--- config.mk ---
export PLATFORM = sky130hd
export DESIGN_NAME = cdb_arbiter
export DESIGN_NICKNAME = d
export VERILOG_FILES = /design/src/rtl/cdb_arbiter.sv
export SDC_FILE = /design/constraint.sdc
export NUM_CORES = 1
export LEC_CHECK = 0
export CAP_MARGIN = 20
export CORE_MARGIN = 4
export CORE_UTILIZATION = 49
export DETAILED_ROUTE_END_ITERATION = 8
export PLACE_DENSITY = 0.86
export SYNTH_ARGS = -nofsm -noshare
export SYNTH_HDL_FRONTEND = slang
export SYNTH_SLANG_ARGS = --single-unit
--- constraint.sdc ---
create_clock -name clk -period 4.4 [get_ports clk]
set_input_delay 0.88 -clock clk [delete_from_list [all_inputs] [get_ports clk]]
set_output_delay 0.88 -clock clk [all_outputs]
set_load 0.1 [all_outputs]
--- src/rtl/cdb_arbiter.sv ---
// Common data bus arbiter: two per-source result queues with bypass,
// round-robin grant and a registered one-result-per-cycle broadcast.
module cdb_arbiter #(
    parameter int DEPTH    = 2,
    parameter int ROB_ID_W = 4,
    parameter int DATA_W   = 32
) (
    input  logic                clk,
    input  logic                rst,
    input  logic                rdy,
    input  logic                valid_from_alu,
    input  logic [ROB_ID_W-1:0] rob_id_from_alu,
    input  logic [DATA_W-1:0]   result_from_alu,
    output logic                full_to_alu,
    input  logic                valid_from_ls,
    input  logic [ROB_ID_W-1:0] rob_id_from_ls,
    input  logic [DATA_W-1:0]   result_from_ls,
    output logic                full_to_ls,
    input  logic                rollback_flag_from_rob,
    output logic                cdb_valid,
    output logic [ROB_ID_W-1:0] cdb_rob_id,
    output logic [DATA_W-1:0]   cdb_result
);

    localparam int PTR_W = $clog2(DEPTH);
    localparam int CNT_W = PTR_W + 1;
    localparam logic [CNT_W-1:0] CNT_FULL = CNT_W'(DEPTH);

    typedef enum logic {
        SRC_ALU = 1'b0,
        SRC_LS  = 1'b1
    } src_e;

    // queue storage
    logic [ROB_ID_W-1:0] alu_id_q  [DEPTH];
    logic [DATA_W-1:0]   alu_dat_q [DEPTH];
    logic [ROB_ID_W-1:0] ls_id_q   [DEPTH];
    logic [DATA_W-1:0]   ls_dat_q  [DEPTH];

    logic [PTR_W-1:0] alu_head, alu_tail;
    logic [PTR_W-1:0] ls_head, ls_tail;
    logic [CNT_W-1:0] alu_cnt, ls_cnt;
    src_e             last_grant;

    logic                alu_acc, ls_acc;
    logic                alu_cand, ls_cand;
    logic                alu_has, ls_has;
    logic [ROB_ID_W-1:0] alu_cand_id, ls_cand_id;
    logic [DATA_W-1:0]   alu_cand_dat, ls_cand_dat;
    logic                win_alu, win_ls;
    logic                alu_pop, alu_push;
    logic                ls_pop, ls_push;
    logic                advance;

    assign full_to_alu = (alu_cnt == CNT_FULL);
    assign full_to_ls  = (ls_cnt == CNT_FULL);

    // normal operation happens only when not reset, not flushing and ready
    assign advance = !rst && !rollback_flag_from_rob && rdy;

    // accept, candidate selection and round-robin grant
    always_comb begin
        alu_acc  = valid_from_alu && (rob_id_from_alu != '0)
                   && (alu_cnt != CNT_FULL);
        ls_acc   = valid_from_ls && (rob_id_from_ls != '0)
                   && (ls_cnt != CNT_FULL);
        alu_has  = (alu_cnt != '0);
        ls_has   = (ls_cnt != '0);
        alu_cand = alu_has || alu_acc;
        ls_cand  = ls_has || ls_acc;

        alu_cand_id  = rob_id_from_alu;
        alu_cand_dat = result_from_alu;
        if (alu_has) begin
            alu_cand_id  = alu_id_q[alu_head];
            alu_cand_dat = alu_dat_q[alu_head];
        end

        ls_cand_id  = rob_id_from_ls;
        ls_cand_dat = result_from_ls;
        if (ls_has) begin
            ls_cand_id  = ls_id_q[ls_head];
            ls_cand_dat = ls_dat_q[ls_head];
        end

        win_alu = alu_cand;
        win_ls  = ls_cand;
        if (alu_cand && ls_cand) begin
            win_alu = (last_grant == SRC_LS);
            win_ls  = !win_alu;
        end

        // a bypassed input that wins is consumed; anything else accepted queues
        alu_pop  = win_alu && alu_has;
        alu_push = alu_acc && !(win_alu && !alu_has);
        ls_pop   = win_ls && ls_has;
        ls_push  = ls_acc && !(win_ls && !ls_has);
    end

    // pointers, counts, grant history and the registered broadcast
    always_ff @(posedge clk) begin
        if (rst) begin
            alu_head   <= '0;
            alu_tail   <= '0;
            alu_cnt    <= '0;
            ls_head    <= '0;
            ls_tail    <= '0;
            ls_cnt     <= '0;
            last_grant <= SRC_LS;
            cdb_valid  <= 1'b0;
            cdb_rob_id <= '0;
            cdb_result <= '0;
        end else if (rollback_flag_from_rob) begin
            alu_head   <= '0;
            alu_tail   <= '0;
            alu_cnt    <= '0;
            ls_head    <= '0;
            ls_tail    <= '0;
            ls_cnt     <= '0;
            last_grant <= SRC_LS;
            cdb_valid  <= 1'b0;
        end else if (rdy) begin
            if (alu_pop) begin
                alu_head <= alu_head + PTR_W'(1);
            end
            if (alu_push) begin
                alu_tail <= alu_tail + PTR_W'(1);
            end
            alu_cnt <= alu_cnt + CNT_W'(alu_push) - CNT_W'(alu_pop);

            if (ls_pop) begin
                ls_head <= ls_head + PTR_W'(1);
            end
            if (ls_push) begin
                ls_tail <= ls_tail + PTR_W'(1);
            end
            ls_cnt <= ls_cnt + CNT_W'(ls_push) - CNT_W'(ls_pop);

            if (alu_cand && ls_cand) begin
                last_grant <= win_alu ? SRC_ALU : SRC_LS;
            end

            cdb_valid <= win_alu || win_ls;
            if (win_alu) begin
                cdb_rob_id <= alu_cand_id;
                cdb_result <= alu_cand_dat;
            end else if (win_ls) begin
                cdb_rob_id <= ls_cand_id;
                cdb_result <= ls_cand_dat;
            end
        end
    end

    // queue payload writes at tail; storage itself needs no reset
    always_ff @(posedge clk) begin
        if (advance && alu_push) begin
            alu_id_q[alu_tail]  <= rob_id_from_alu;
            alu_dat_q[alu_tail] <= result_from_alu;
        end
        if (advance && ls_push) begin
            ls_id_q[ls_tail]  <= rob_id_from_ls;
            ls_dat_q[ls_tail] <= result_from_ls;
        end
    end

endmodule
### Word-level counts from Yosys, hierarchy flattened

Memory sizes are Yosys's and may differ from the RTL's. A register that Yosys moved wholly into a read port is not among the register bits.
Cells that the tools add are included.

| word-level totals | value |
|---|---|
| flip-flop bits (word level) | 46 |
| bits in latches | 0 |
| RAM bits | 144 |
| ROM bits | 0 |
| output and inout port bits | 39 |
| word-level logic and storage cells | 87 |
| memories | 4 |

| cells by class | value |
|---|---|
| add/sub/neg operators | 8 |
| multiply operators | 0 |
| div/mod/pow operators | 0 |
| magnitude comparators | 0 |
| equality and inequality tests | 4 |
| shifts and indexed selects | 0 |
| multiplexer cells | 23 |
| bitwise gates (word level) | 1 |
| reduce and logical (&&, ||, !) cells | 37 |

Memory list:

| name | depth | bits a word | rd ports | clocked after Yosys merged registers in | wr ports | line | text |
|---|---|---|---|---|---|---|---|
| alu_dat_q | 2 | 32 | 1 | 1 | 1 | 36 | `logic [DATA_W-1:0] alu_dat_q [DEPTH];` |
| ls_dat_q | 2 | 32 | 1 | 1 | 1 | 38 | `logic [DATA_W-1:0] ls_dat_q [DEPTH];` |
| alu_id_q | 2 | 4 | 1 | 1 | 1 | 35 | `logic [ROB_ID_W-1:0] alu_id_q [DEPTH];` |
| ls_id_q | 2 | 4 | 1 | 1 | 1 | 37 | `logic [ROB_ID_W-1:0] ls_id_q [DEPTH];` |

Operators by type and width:

| cell | number |
|---|---|
| 32-bit 2-to-1 mux | 4 |
| 4-bit 2-to-1 mux | 4 |
| 1-bit logical AND | 15 |
| 1-bit 2-to-1 mux | 15 |
| 2-bit AND reduction | 5 |
| 4-bit nonzero test | 2 |
| 1-bit logical NOT | 7 |
| 2-bit nonzero test | 3 |
| 1-bit adder (second input constant) | 4 |
| 2-bit by 1-bit adder with 2-bit output | 2 |
| 2-bit == test (second input constant) | 2 |
| 2-bit != test (second input constant) | 2 |
| 2-bit by 1-bit subtractor with 2-bit output | 2 |
| 1-bit logical OR | 3 |
| 3-bit AND reduction | 1 |
| 2-bit OR reduction | 1 |
| 1-bit NOT | 1 |

### Depth between registers and ports, before layout

| depth | value |
|---|---|
| depth in word-level cells | 12 |
| mapped depth | 11 |
| mapped depth without buffers | 10 |

### Least setup slack after synthesis

OpenSTA, ideal clock, no wires.

| path | value |
|---|---|
| kind | input -> register |
| start | in rst |
| end | mem alu_dat_q[0][0] (enable) |
| arrival | 3956 ps |
| required time | 3926 ps |
| slack | -30 ps |
| cell stages on the path | 4 |
| cell sequence | clkbuf_1 > nor2_1 > nand2_1 > nor3_1 |

| on the way | value |
|---|---|
| longest elaborated chain between the ends | 6 |

RTL lines:

| what | line | text |
|---|---|---|
| start, declared | 9 | `input logic rst,` |
| 1-bit logical NOT | 59 | `assign advance = !rst && !rollback_flag_from_rob && rdy;` |
| 1-bit logical AND (2 in a row) | 59 |  |
| 1-bit logical AND | 156 | `if (advance && alu_push) begin` |
| 1-bit 2-to-1 mux | 156 |  |
| 1-bit 2-to-1 mux (not written as such) | 158 | `alu_dat_q[alu_tail] <= result_from_alu;` |
| end, declared | 36 |  |

Every way passes these cells.

### Final worst setup path

| path | value |
|---|---|
| start | in rob_id_from_alu[1] |
| end | mem ls_dat_q[0][19] (enable) |

| on the way | value |
|---|---|
| longest elaborated chain between the ends | 12 |

RTL lines:

| what | line | text |
|---|---|---|
| start, declared | 12 | `input logic [ROB_ID_W-1:0] rob_id_from_alu,` |
| 4-bit nonzero test | 63 | `alu_acc = valid_from_alu && (rob_id_from_alu != '0)` |
| 1-bit logical AND | 63 |  |
| 1-bit logical AND | 64 | `&& (alu_cnt != CNT_FULL);` |
| 1-bit logical OR | 69 | `alu_cand = alu_has \|\| alu_acc;` |
| 1-bit logical AND | 88 | `if (alu_cand && ls_cand) begin` |
| 1-bit 2-to-1 mux | 88 |  |
| 1-bit logical AND | 97 | `ls_push = ls_acc && !(win_ls && !ls_has);` |
| 1-bit logical NOT | 97 |  |
| 1-bit logical AND | 97 |  |
| 1-bit logical AND | 160 | `if (advance && ls_push) begin` |
| 1-bit 2-to-1 mux | 160 |  |
| 1-bit 2-to-1 mux (not written as such) | 162 | `ls_dat_q[ls_tail] <= result_from_ls;` |
| end, declared | 38 |  |

Every way passes these cells.

==> run_results.csv <==
group,metric,value,unit
setup_path,crit_buf_inv,3,
routing,top_layer_used,"met4",
routing,postRouteAntennaNets,0,
timing,finalCriticalPeriod,3.53,ns
floorplan,core_area,0.0159,sq mm
min_path,hold_class,"flip-flop to flip-flop",
setup_path,crit_path_frequent_cell,"buf_4",
layout,fill_cells,1170,
floorplan,ioPinCount,117,
layout,design_area,0.0100,sq mm
logic_synthesis,synth.area.top_cells,"edfxtp_1 (54%), dfxtp_1 (12%), mux2i_1 (9.2%)",
routing,routed_wirelength,19.6,mm
clocking,cts_tree,"done",
layout,syn2layout_area_growth,24.6,%
logic_synthesis,synth_cell_type_count,40,
timing,fmax,284,MHz
timing,finalSetupViolations,0,
routing,viasPerCell,5.96,
timing,worst_slack,0.873,ns
logic_synthesis,syn-instance-count,604,
timing,rsz0062_at_grt,"false",
setup_path,cpLargestDelayFamily,"buffers and inverters",
clocking,clock-sinks,192,
clocking,cts_buffers,17,
logic_synthesis,synth_edf_count,144,
job,drv_cap,0,
placed_design,dp_hpwl,12.1,mm
logic_synthesis,synth_seq_cells,192,
floorplan,chipHeight,136,um
routing,met2_length,9.89,mm
routing,dr_total_vias,5596,
outcome,status,"finished clean",
setup_path,worstPathMaxFanout,25,
layout,utilization,62.8,%
routing,wl_met3,1.39,mm
layout,final_cells,939,
timing,slew_headroom,31.4,%
clocking,cts_setup_buffers,0,
power_and_ir_drop,ir_worst_vdd,0.285,mV
routing,drtPass1Iterations,5,
timing,finClkSkew,0.00932,ns
timing,hold_viol,0,
logic_synthesis,yosysTopAreaCell,"edfxtp_1",
logic_synthesis,synthFlopType,"edfxtp_1",
timing,drv_slew,0,
setup_path,cp.required,4.47,ns
clocking,holdBufCountCts,0,
placed_design,port_buffers,116,
setup_path,critPathArrivalTime,3.60,ns
setup_path,path_class,"input port to flip-flop",
setup_path,cp-end-kind,"flip-flop",
logic_synthesis,syn_nets,686,
power_and_ir_drop,power_density,387,mW/mm^2
setup_path,cp_slowest_cell,"nor3_2",
clocking,clk_latency,0.42,ns
logic_synthesis,synthesis.area,0.00803,sq mm
placed_design,dp_cells,906,
clocking,cts_buffer_depth,2,
floorplan,die-area,0.0185,sq mm
placed_design,pre_cts_slack,0.505,ns
layout,layout_common_cells,"edfxtp_1 (144), clkdlybuf4s50_1 (115), nand2_1 (76)",
timing,worstMarginPinSlew,1.02,ns
clocking,cts-resized-gates,0,
grt,grtUsageTotal,21.2,%
logic_synthesis,async_flop_share,0,%
floorplan,core.rowCount,46,
grt,overflow,0,
grt,antenna_found_initial,0,
layout,layout_commonest_cell,"edfxtp_1",
routing,wl_per_cell,20.8,um
logic_synthesis,synth.yosys.seq_area_share,65.8,%
floorplan,initial_core_util,50.4,%
logic_synthesis,synth_top_area_share,53.8,%
logic_synthesis,syn_area_per_cell,13.3,sq um
layout,diodes,0,
floorplan,die_w,136,um
routing,wl_met1,7.91,mm
setup_path,cp-start-kind,"input port",
timing,setup_tns,0,ns
timing,whs,0.498,ns
layout,layout-drive-gt1-share,8.02,%
clocking,htreeDepth,4,
layout,final_net_count,792,
power_and_ir_drop,finalPower,3.88,mW
clocking,cts_root_buffer,"clkbuf_16",
grt,grt_pass1_wl,30.4,mm
grt,first_global_vias,5718,
timing,fin_crit_sh,80.2,%
setup_path,crit_chain,"clkdlybuf4s50_1 -> o41ai_2 -> buf_4 -> a211oi_1 -> o21ai_0 -> nor3_2 -> buf_4",
logic_synthesis,ys_warn_count,0,
routing,drc,0,
clocking,clkSlewWorstSetupHoldPaths,0.06,ns
grt,grt_start_max_net_pins,76,
power_and_ir_drop,leakage,2.98,nW
placed_design,gp_congestion,0.829,
placed_design,placed_cell_area,0.00945,sq mm
routing,first_iter_violations,442,
setup_path,max_stage_delay,0.85,ns
==> kinds of logic after synthesis <==
group                    synth area share [%]
flip-flops                               65.8
AND/OR/NAND/NOR                          7.40
AO/OA/AOI/OAI                            13.6
multiplexers                             9.22
buffers and inverters                    2.68
XOR/XNOR                                0.654
adder cells (fa/ha/maj)                 0.623
==> synthesized netlist by cell type, drive strengths merged (4+ instances only) <==
master  count
a211oi      5
a311oi     36
buf        15
clkbuf     30
dfxtp      48
edfxtp    144
ha          4
inv         4
mux2i      74
nand2      76
nor2       49
o211ai     72
o21ai       4
xnor2       6
==> power by group <==
group          total [mW]  internal [mW]  switching (mW)
Combinational       0.488          0.161           0.327
Clock                1.40          0.791           0.605
Sequential           1.99           1.97          0.0186
==> state kept, by name (all words and copies together) (netlist names), named ones only <==
signal,flops
alu_dat_q,64
ls_dat_q,64
cdb_result,32
alu_id_q,8
ls_id_q,8
cdb_rob_id,4
alu_cnt,2
ls_cnt,2
alu_head,1
alu_tail,1
cdb_valid,1
last_grant,1
ls_head,1
ls_tail,1
==> area by class of cell <==
| class | count | area, sq um | area share, % |
|---|---|---|---|
| repair buffers | 132 | 1320 | 13.2 |
| clock buffers | 25 | 465 | 4.65 |
| flip-flops and latches | 192 | 5290 | 52.8 |
| multi-input cells | 363 | 2580 | 25.8 |
| inverters | 4 | 15.0 | 0.150 |
| well taps | 216 | 270 | 2.70 |
| clock inverters | 7 | 62.6 | 0.625 |
==> routing by layer <==
layer	vias up	GRT usage [%]
met4	0	6.10
met5	-	0
met2	258	36.2
li1	2569	-
met1	2734	27.6
met3	35	4.37
==> path summary, 6_finish.rpt <==
| path | start | slack, ns | endpoint | cells past startpoint |
|---|---|---|---|---|
| min reg2reg | cdb_result[25] | 0.50 | cdb_result[25] | 2 |
| min | cdb_result[25] | 0.50 | cdb_result[25] | 2 |
| max reg2reg | alu_cnt[1] | 1.55 | ls_dat_q[0][19] | 5 |
| max | rob_id_from_alu[1] | 0.87 | ls_dat_q[0][19] | 7 |
==> worst reg2reg max path, delay by kind of cell (launching register included) <==
family,cells,cell delay [ns]
flip-flops,1,0.41
AO/OA/AOI/OAI,2,0.51
buffers and inverters,1,0.53
AND/OR/NAND/NOR,2,1.03
No activity file was read; power rests on OpenSTA's default activity.
